### src/rtl/sad_accumulator.sv
// Streaming SAD front end: per-beat absolute-difference sum (S1), block accumulation (S2),
// and running minimum SAD / candidate index across one full-search window.
module sad_accumulator #(
    parameter int PIX_PER_CYC = 4,
    parameter int CAND_W      = 10
) (
    input  logic                     clk_i,
    input  logic                     rst_i,
    input  logic                     search_start_i,
    input  logic                     in_valid_i,
    output logic                     in_ready_o,
    input  logic                     in_last_i,
    input  logic [8*PIX_PER_CYC-1:0] cur_pix_i,
    input  logic [8*PIX_PER_CYC-1:0] ref_pix_i,
    output logic                     sad_valid_o,
    input  logic                     sad_ready_i,
    output logic [31:0]              sad_value_o,
    output logic [CAND_W-1:0]        sad_idx_o,
    output logic [31:0]              best_sad_o,
    output logic [CAND_W-1:0]        best_idx_o,
    output logic                     best_valid_o
);

    function automatic logic [7:0] abs_diff(input logic [7:0] a, input logic [7:0] b);
        return (a > b) ? (a - b) : (b - a);
    endfunction

    logic              s1_valid_q, s1_valid_d;
    logic              s1_last_q,  s1_last_d;
    logic [31:0]       s1_sum_q,   s1_sum_d;
    logic [31:0]       acc_q,      acc_d;
    logic [CAND_W-1:0] cand_q,     cand_d;
    logic              sad_valid_q, sad_valid_d;
    logic [31:0]       sad_value_q, sad_value_d;
    logic [CAND_W-1:0] sad_idx_q,   sad_idx_d;
    logic [31:0]       best_sad_q,  best_sad_d;
    logic [CAND_W-1:0] best_idx_q,  best_idx_d;
    logic              best_valid_q, best_valid_d;

    logic [31:0] beat_sum;
    logic [31:0] blk_sum;
    logic        stall;
    logic        accept;

    always_comb begin
        beat_sum = '0;
        for (int k = 0; k < PIX_PER_CYC; k++) begin
            beat_sum = beat_sum + 32'(abs_diff(cur_pix_i[8*k +: 8], ref_pix_i[8*k +: 8]));
        end
    end

    assign blk_sum    = acc_q + s1_sum_q;
    assign stall      = sad_valid_q && !sad_ready_i;
    // Combinational rst term keeps in_ready low for the whole reset, including its first cycle.
    assign in_ready_o = !rst_i && !stall && !search_start_i;
    assign accept     = in_valid_i && in_ready_o;

    always_comb begin
        s1_valid_d   = s1_valid_q;
        s1_last_d    = s1_last_q;
        s1_sum_d     = s1_sum_q;
        acc_d        = acc_q;
        cand_d       = cand_q;
        sad_valid_d  = sad_valid_q;
        sad_value_d  = sad_value_q;
        sad_idx_d    = sad_idx_q;
        best_sad_d   = best_sad_q;
        best_idx_d   = best_idx_q;
        best_valid_d = best_valid_q;

        if (search_start_i) begin
            s1_valid_d   = 1'b0;
            s1_last_d    = 1'b0;
            s1_sum_d     = '0;
            acc_d        = '0;
            cand_d       = '0;
            sad_valid_d  = 1'b0;
            best_sad_d   = '1;
            best_idx_d   = '0;
            best_valid_d = 1'b0;
        end else if (!stall) begin
            // Not stalled means any pending result is being consumed this cycle.
            sad_valid_d = 1'b0;
            s1_valid_d  = accept;
            s1_last_d   = in_last_i;
            s1_sum_d    = beat_sum;
            if (s1_valid_q) begin
                if (s1_last_q) begin
                    sad_valid_d  = 1'b1;
                    sad_value_d  = blk_sum;
                    sad_idx_d    = cand_q;
                    acc_d        = '0;
                    cand_d       = cand_q + 1'b1;
                    best_valid_d = 1'b1;
                    if (blk_sum < best_sad_q) begin
                        best_sad_d = blk_sum;
                        best_idx_d = cand_q;
                    end
                end else begin
                    acc_d = blk_sum;
                end
            end
        end
    end

    always_ff @(posedge clk_i) begin
        if (rst_i) begin
            s1_valid_q   <= 1'b0;
            s1_last_q    <= 1'b0;
            s1_sum_q     <= '0;
            acc_q        <= '0;
            cand_q       <= '0;
            sad_valid_q  <= 1'b0;
            sad_value_q  <= '0;
            sad_idx_q    <= '0;
            best_sad_q   <= '1;
            best_idx_q   <= '0;
            best_valid_q <= 1'b0;
        end else begin
            s1_valid_q   <= s1_valid_d;
            s1_last_q    <= s1_last_d;
            s1_sum_q     <= s1_sum_d;
            acc_q        <= acc_d;
            cand_q       <= cand_d;
            sad_valid_q  <= sad_valid_d;
            sad_value_q  <= sad_value_d;
            sad_idx_q    <= sad_idx_d;
            best_sad_q   <= best_sad_d;
            best_idx_q   <= best_idx_d;
            best_valid_q <= best_valid_d;
        end
    end

    assign sad_valid_o  = sad_valid_q;
    assign sad_value_o  = sad_value_q;
    assign sad_idx_o    = sad_idx_q;
    assign best_sad_o   = best_sad_q;
    assign best_idx_o   = best_idx_q;
    assign best_valid_o = best_valid_q;

endmodule
### config.mk
export PLATFORM = sky130hd
export DESIGN_NAME = sad_accumulator
export DESIGN_NICKNAME = d
export VERILOG_FILES = /design/src/rtl/sad_accumulator.sv
export SDC_FILE = /design/constraint.sdc
export NUM_CORES = 1
export LEC_CHECK = 0
export BUFFER_PORTS_ARGS = -buffer_cell sky130_fd_sc_hd__buf_4
export CORE_MARGIN = 2
export CORE_UTILIZATION = 45
export CTS_CLUSTER_DIAMETER = 80
export DETAILED_ROUTE_END_ITERATION = 8
export PLACE_DENSITY = 0.65
export SLEW_MARGIN = 10
export SYNTH_ARGS = -nofsm -noshare
export SYNTH_HDL_FRONTEND = slang
export SYNTH_SLANG_ARGS = --single-unit
export TNS_END_PERCENT = 20
### constraint.sdc
create_clock -name clk_i -period 10.5 [get_ports clk_i]
set_clock_uncertainty 0.2 [all_clocks]
set_input_delay 1.05 -clock clk_i [delete_from_list [all_inputs] [get_ports clk_i]]
set_output_delay 1.05 -clock clk_i [all_outputs]
set_load 0.02 [all_outputs]
==> metrics.cfg <==
[outcome]
status = completed

[cells_and_area]
final_nets = 1564
n_antenna_cell = 0
area_growth_pct = 19.75
drive_above_1_share = 0.1751
seqCellArea_um2 = 2803
multi_input_area_um2 = 6496
postLayoutCellArea_um2 = 12060
fillCellCount = 2079

[yosys]
syn_area_um2 = 10070
syn_nets = 1428
syn-instance-count = 1222
ys_ff_latch = 140
synth_largest_area_cell = dfxtp_1
synth_cell_type_count = 74
synth_flop_cell = dfxtp_1
avgSynthCellArea_um2 = 8.239
synth-edff-count = 0
synth.top_cell.area_share = 0.2784
async_flop_share = 0
yosysMostFrequentCell = inv_1
synth_area_leaders = dfxtp_1 (28%), ha_1 (14%), inv_1 (5.3%)
synth_commonest_cells = inv_1 (142), dfxtp_1 (140), nand2_1 (134), nor2_1 (120), ha_1 (111)
seq_area_frac_synth = 0.2784
yosys_warnings = 0

[timing]
slew_headroom = 0.2173
finalCritPeriodShare = 0.6006
drv_slew = 0
timing.final.hold_violations = 0
clock.fmax_ghz = 0.1586
grt_setup_unrepaired = no
tns_ns = 0
worstMarginPinSlew_ns = 1.171
setup_viol = 0
fin_crit_ns = 6.307

[routing]
ant_nets = 0
wire_per_inst_um = 14.60
drc = 0
vias = 8667
initialDrtViolationCount = 453
drt_wl_total_mm = 24.10
dr.pass1.iters = 5
via_per_inst = 5.250

[floorplanning]
ios = 157
die_w_um = 153.6
core_area_um2 = 21890
start_util = 0.4599
die_area_um2 = 23590
rows = 54
dieHeight_um = 153.6

[setup_path]
regToRegSetupSlack_ns = 5.31
r2r-end = best_sad_o[8]$_SDFFE_PP1P_
rr_worst_depth = 17
critPathKind = input pin to flip-flop
endpoint_kind = flip-flop
arrival_ns = 6.39
crit_fanout = 12
r2r-start = s1_sum_q[1]$_SDFFE_PP0N_
startpoint = cur_pix_i[0]
critPathLaunchType = input pin
critPathCapture = s1_sum_q[9]$_SDFFE_PP0N_
crit_required_ns = 10.58

[min_path]
hold_class = flip-flop to flip-flop

[global_routing]
grt_pass1_vias = 8284
grt_max_degree = 62
grt_usage = 0.2064
overflow = 0
antenna_found_initial = 0
grt_pass1_wl_mm = 40.48

[power_and_ir_drop]
p_per_area_nw_per_um2 = 157.3
power.leakage_nw = 5.911
ir_drop_uv = 115.7

[clock_tree]
clkSinkCount = 140
clkTransAtPathRegs_ns = 0.06
clock-root-buffer = clkbuf_16
cts_setup_buffers = 0
hold_buffers = 0
cts_made_buffers = 17
max-clock-path-buffers = 2
post_cts_resized = 0
htreeDepth = 4
cts_tree = done
clkLatencyLatePin_ns = 0.42

[placed_design]
routabilityCongestion = 0.9007
place.port_buffers = 156
placed_area_um2 = 11420
hpwl_mm = 18.80

[run]
maxCapViolations = 0

-- sequential cells by signal, indices dropped and copies added (netlist names) --
register and cells:
acc_q 32, sad_valid_o 1, best_sad_o 32, best_valid_o 1
s1_last_q 1, sad_idx_o 10, cand_q 10, sad_value_o 32
best_idx_o 10, s1_sum_q 10, s1_valid_q 1
-- critical path, cell delays in order --
cell,delay (ns)
buf_4,0.08
inv_1,0.03
ha_1,0.19
inv_1,0.08
fa_1,0.19
a21o_1,0.11
a21oi_1,0.08
o211a_1,0.23
a311oi_2,0.90
mux2_2,0.44
fa_1,0.54
inv_1,0.05
fa_1,0.52
inv_1,0.04
ha_1,0.21
fa_1,0.40
a21o_1,0.19
a21o_1,0.19
a21oi_1,0.14
nor2b_1,0.06
o21ai_0,0.22
nand2b_1,0.08
a211oi_1,0.26
nor3_1,0.07
-- kinds of logic after synthesis --
logic type               share of synthesized area
flip-flops                                  0.2784
XOR/XNOR                                   0.05194
AND/OR/NAND/NOR                             0.1857
multiplexers                               0.06313
buffers and inverters                      0.07742
AO/OA/AOI/OAI                               0.1558
adder cells (fa/ha/maj)                     0.1876
-- final cells by class --
type,count,share of cell area
Timing Repair Buffer,165,0.1027
Clock buffer,22,0.03933
Tap cell,280,0.02906
Clock inverter,10,0.01339
Multi-Input combinational cell,892,0.5388
Inverter,142,0.04421
Sequential cell,140,0.2325
-- per-layer routing --
layer / up-vias / share of wire / track usage
met5: - / 0 / 0
met4: 0 / 0.015 / 0.05242
met3: 24 / 0.037 / 0.03326
met2: 172 / 0.48 / 0.3636
met1: 4034 / 0.47 / 0.2632
li1: 4437 / - / -
-- power by group --
| group | total, mW | leakage, nW | switching (mW) | internal [mW] |
|---|---|---|---|---|
| sequential | 0.557 | 1.13 | 0.0108 | 0.546 |
| combinational | 0.695 | 4.47 | 0.377 | 0.319 |
| clock | 0.644 | 0.314 | 0.227 | 0.417 |
| total | 1.90 | 5.91 | 0.615 | 1.28 |
-- metrics by stage --
| step | total power, mW | util | setup WS, ns | hold slack [ns] | instances |
|---|---|---|---|---|---|
| 6_report | 1.896 | 0.5508 | 4.193 | 0.2546 | 1651 |
| 3_5_place_dp | 1.270 | 0.5217 | 3.753 | 0.2493 | 1619 |
| 2_1_floorplan | 1.119 | - | 4.563 | 0.2356 | 1222 |
| 3_3_place_gp | 1.265 | 0.5217 | 3.871 | 0.2449 | 1619 |
| 5_1_grt | 2.050 | 0.5508 | 3.875 | 0.2772 | 1651 |
| 4_1_cts | 1.915 | 0.5508 | 4.178 | 0.2577 | 1651 |
-- placed cells by master, fill, tap and decap left out, types with 26 or more instances in the layout --
master	n
nor3_1	35
buf_4	165
a21oi_1	101
xor2_1	30
inv_1	142
o21ai_0	36
xnor2_1	26
nor2_1	118
ha_1	111
nand2_1	134
mux2i_1	50
dfxtp_1	140
-- worst min path at each step --
stage                                     start                           to  slack, ns  depth (start not counted)
floorplan                 acc_q[0]$_SDFFE_PP0P_        acc_q[0]$_SDFFE_PP0P_       0.24                          2
global placement          acc_q[0]$_SDFFE_PP0P_        acc_q[0]$_SDFFE_PP0P_       0.24                          2
detailed placement  sad_value_o[0]$_SDFFE_PP0P_  sad_value_o[0]$_SDFFE_PP0P_       0.25                          2
CTS                 sad_value_o[0]$_SDFFE_PP0P_  sad_value_o[0]$_SDFFE_PP0P_       0.26                          2
global route        sad_value_o[6]$_SDFFE_PP0P_  sad_value_o[6]$_SDFFE_PP0P_       0.28                          2
finish              sad_value_o[0]$_SDFFE_PP0P_  sad_value_o[0]$_SDFFE_PP0P_       0.25                          2
Note: power is estimated with default switching activity, not from simulation.
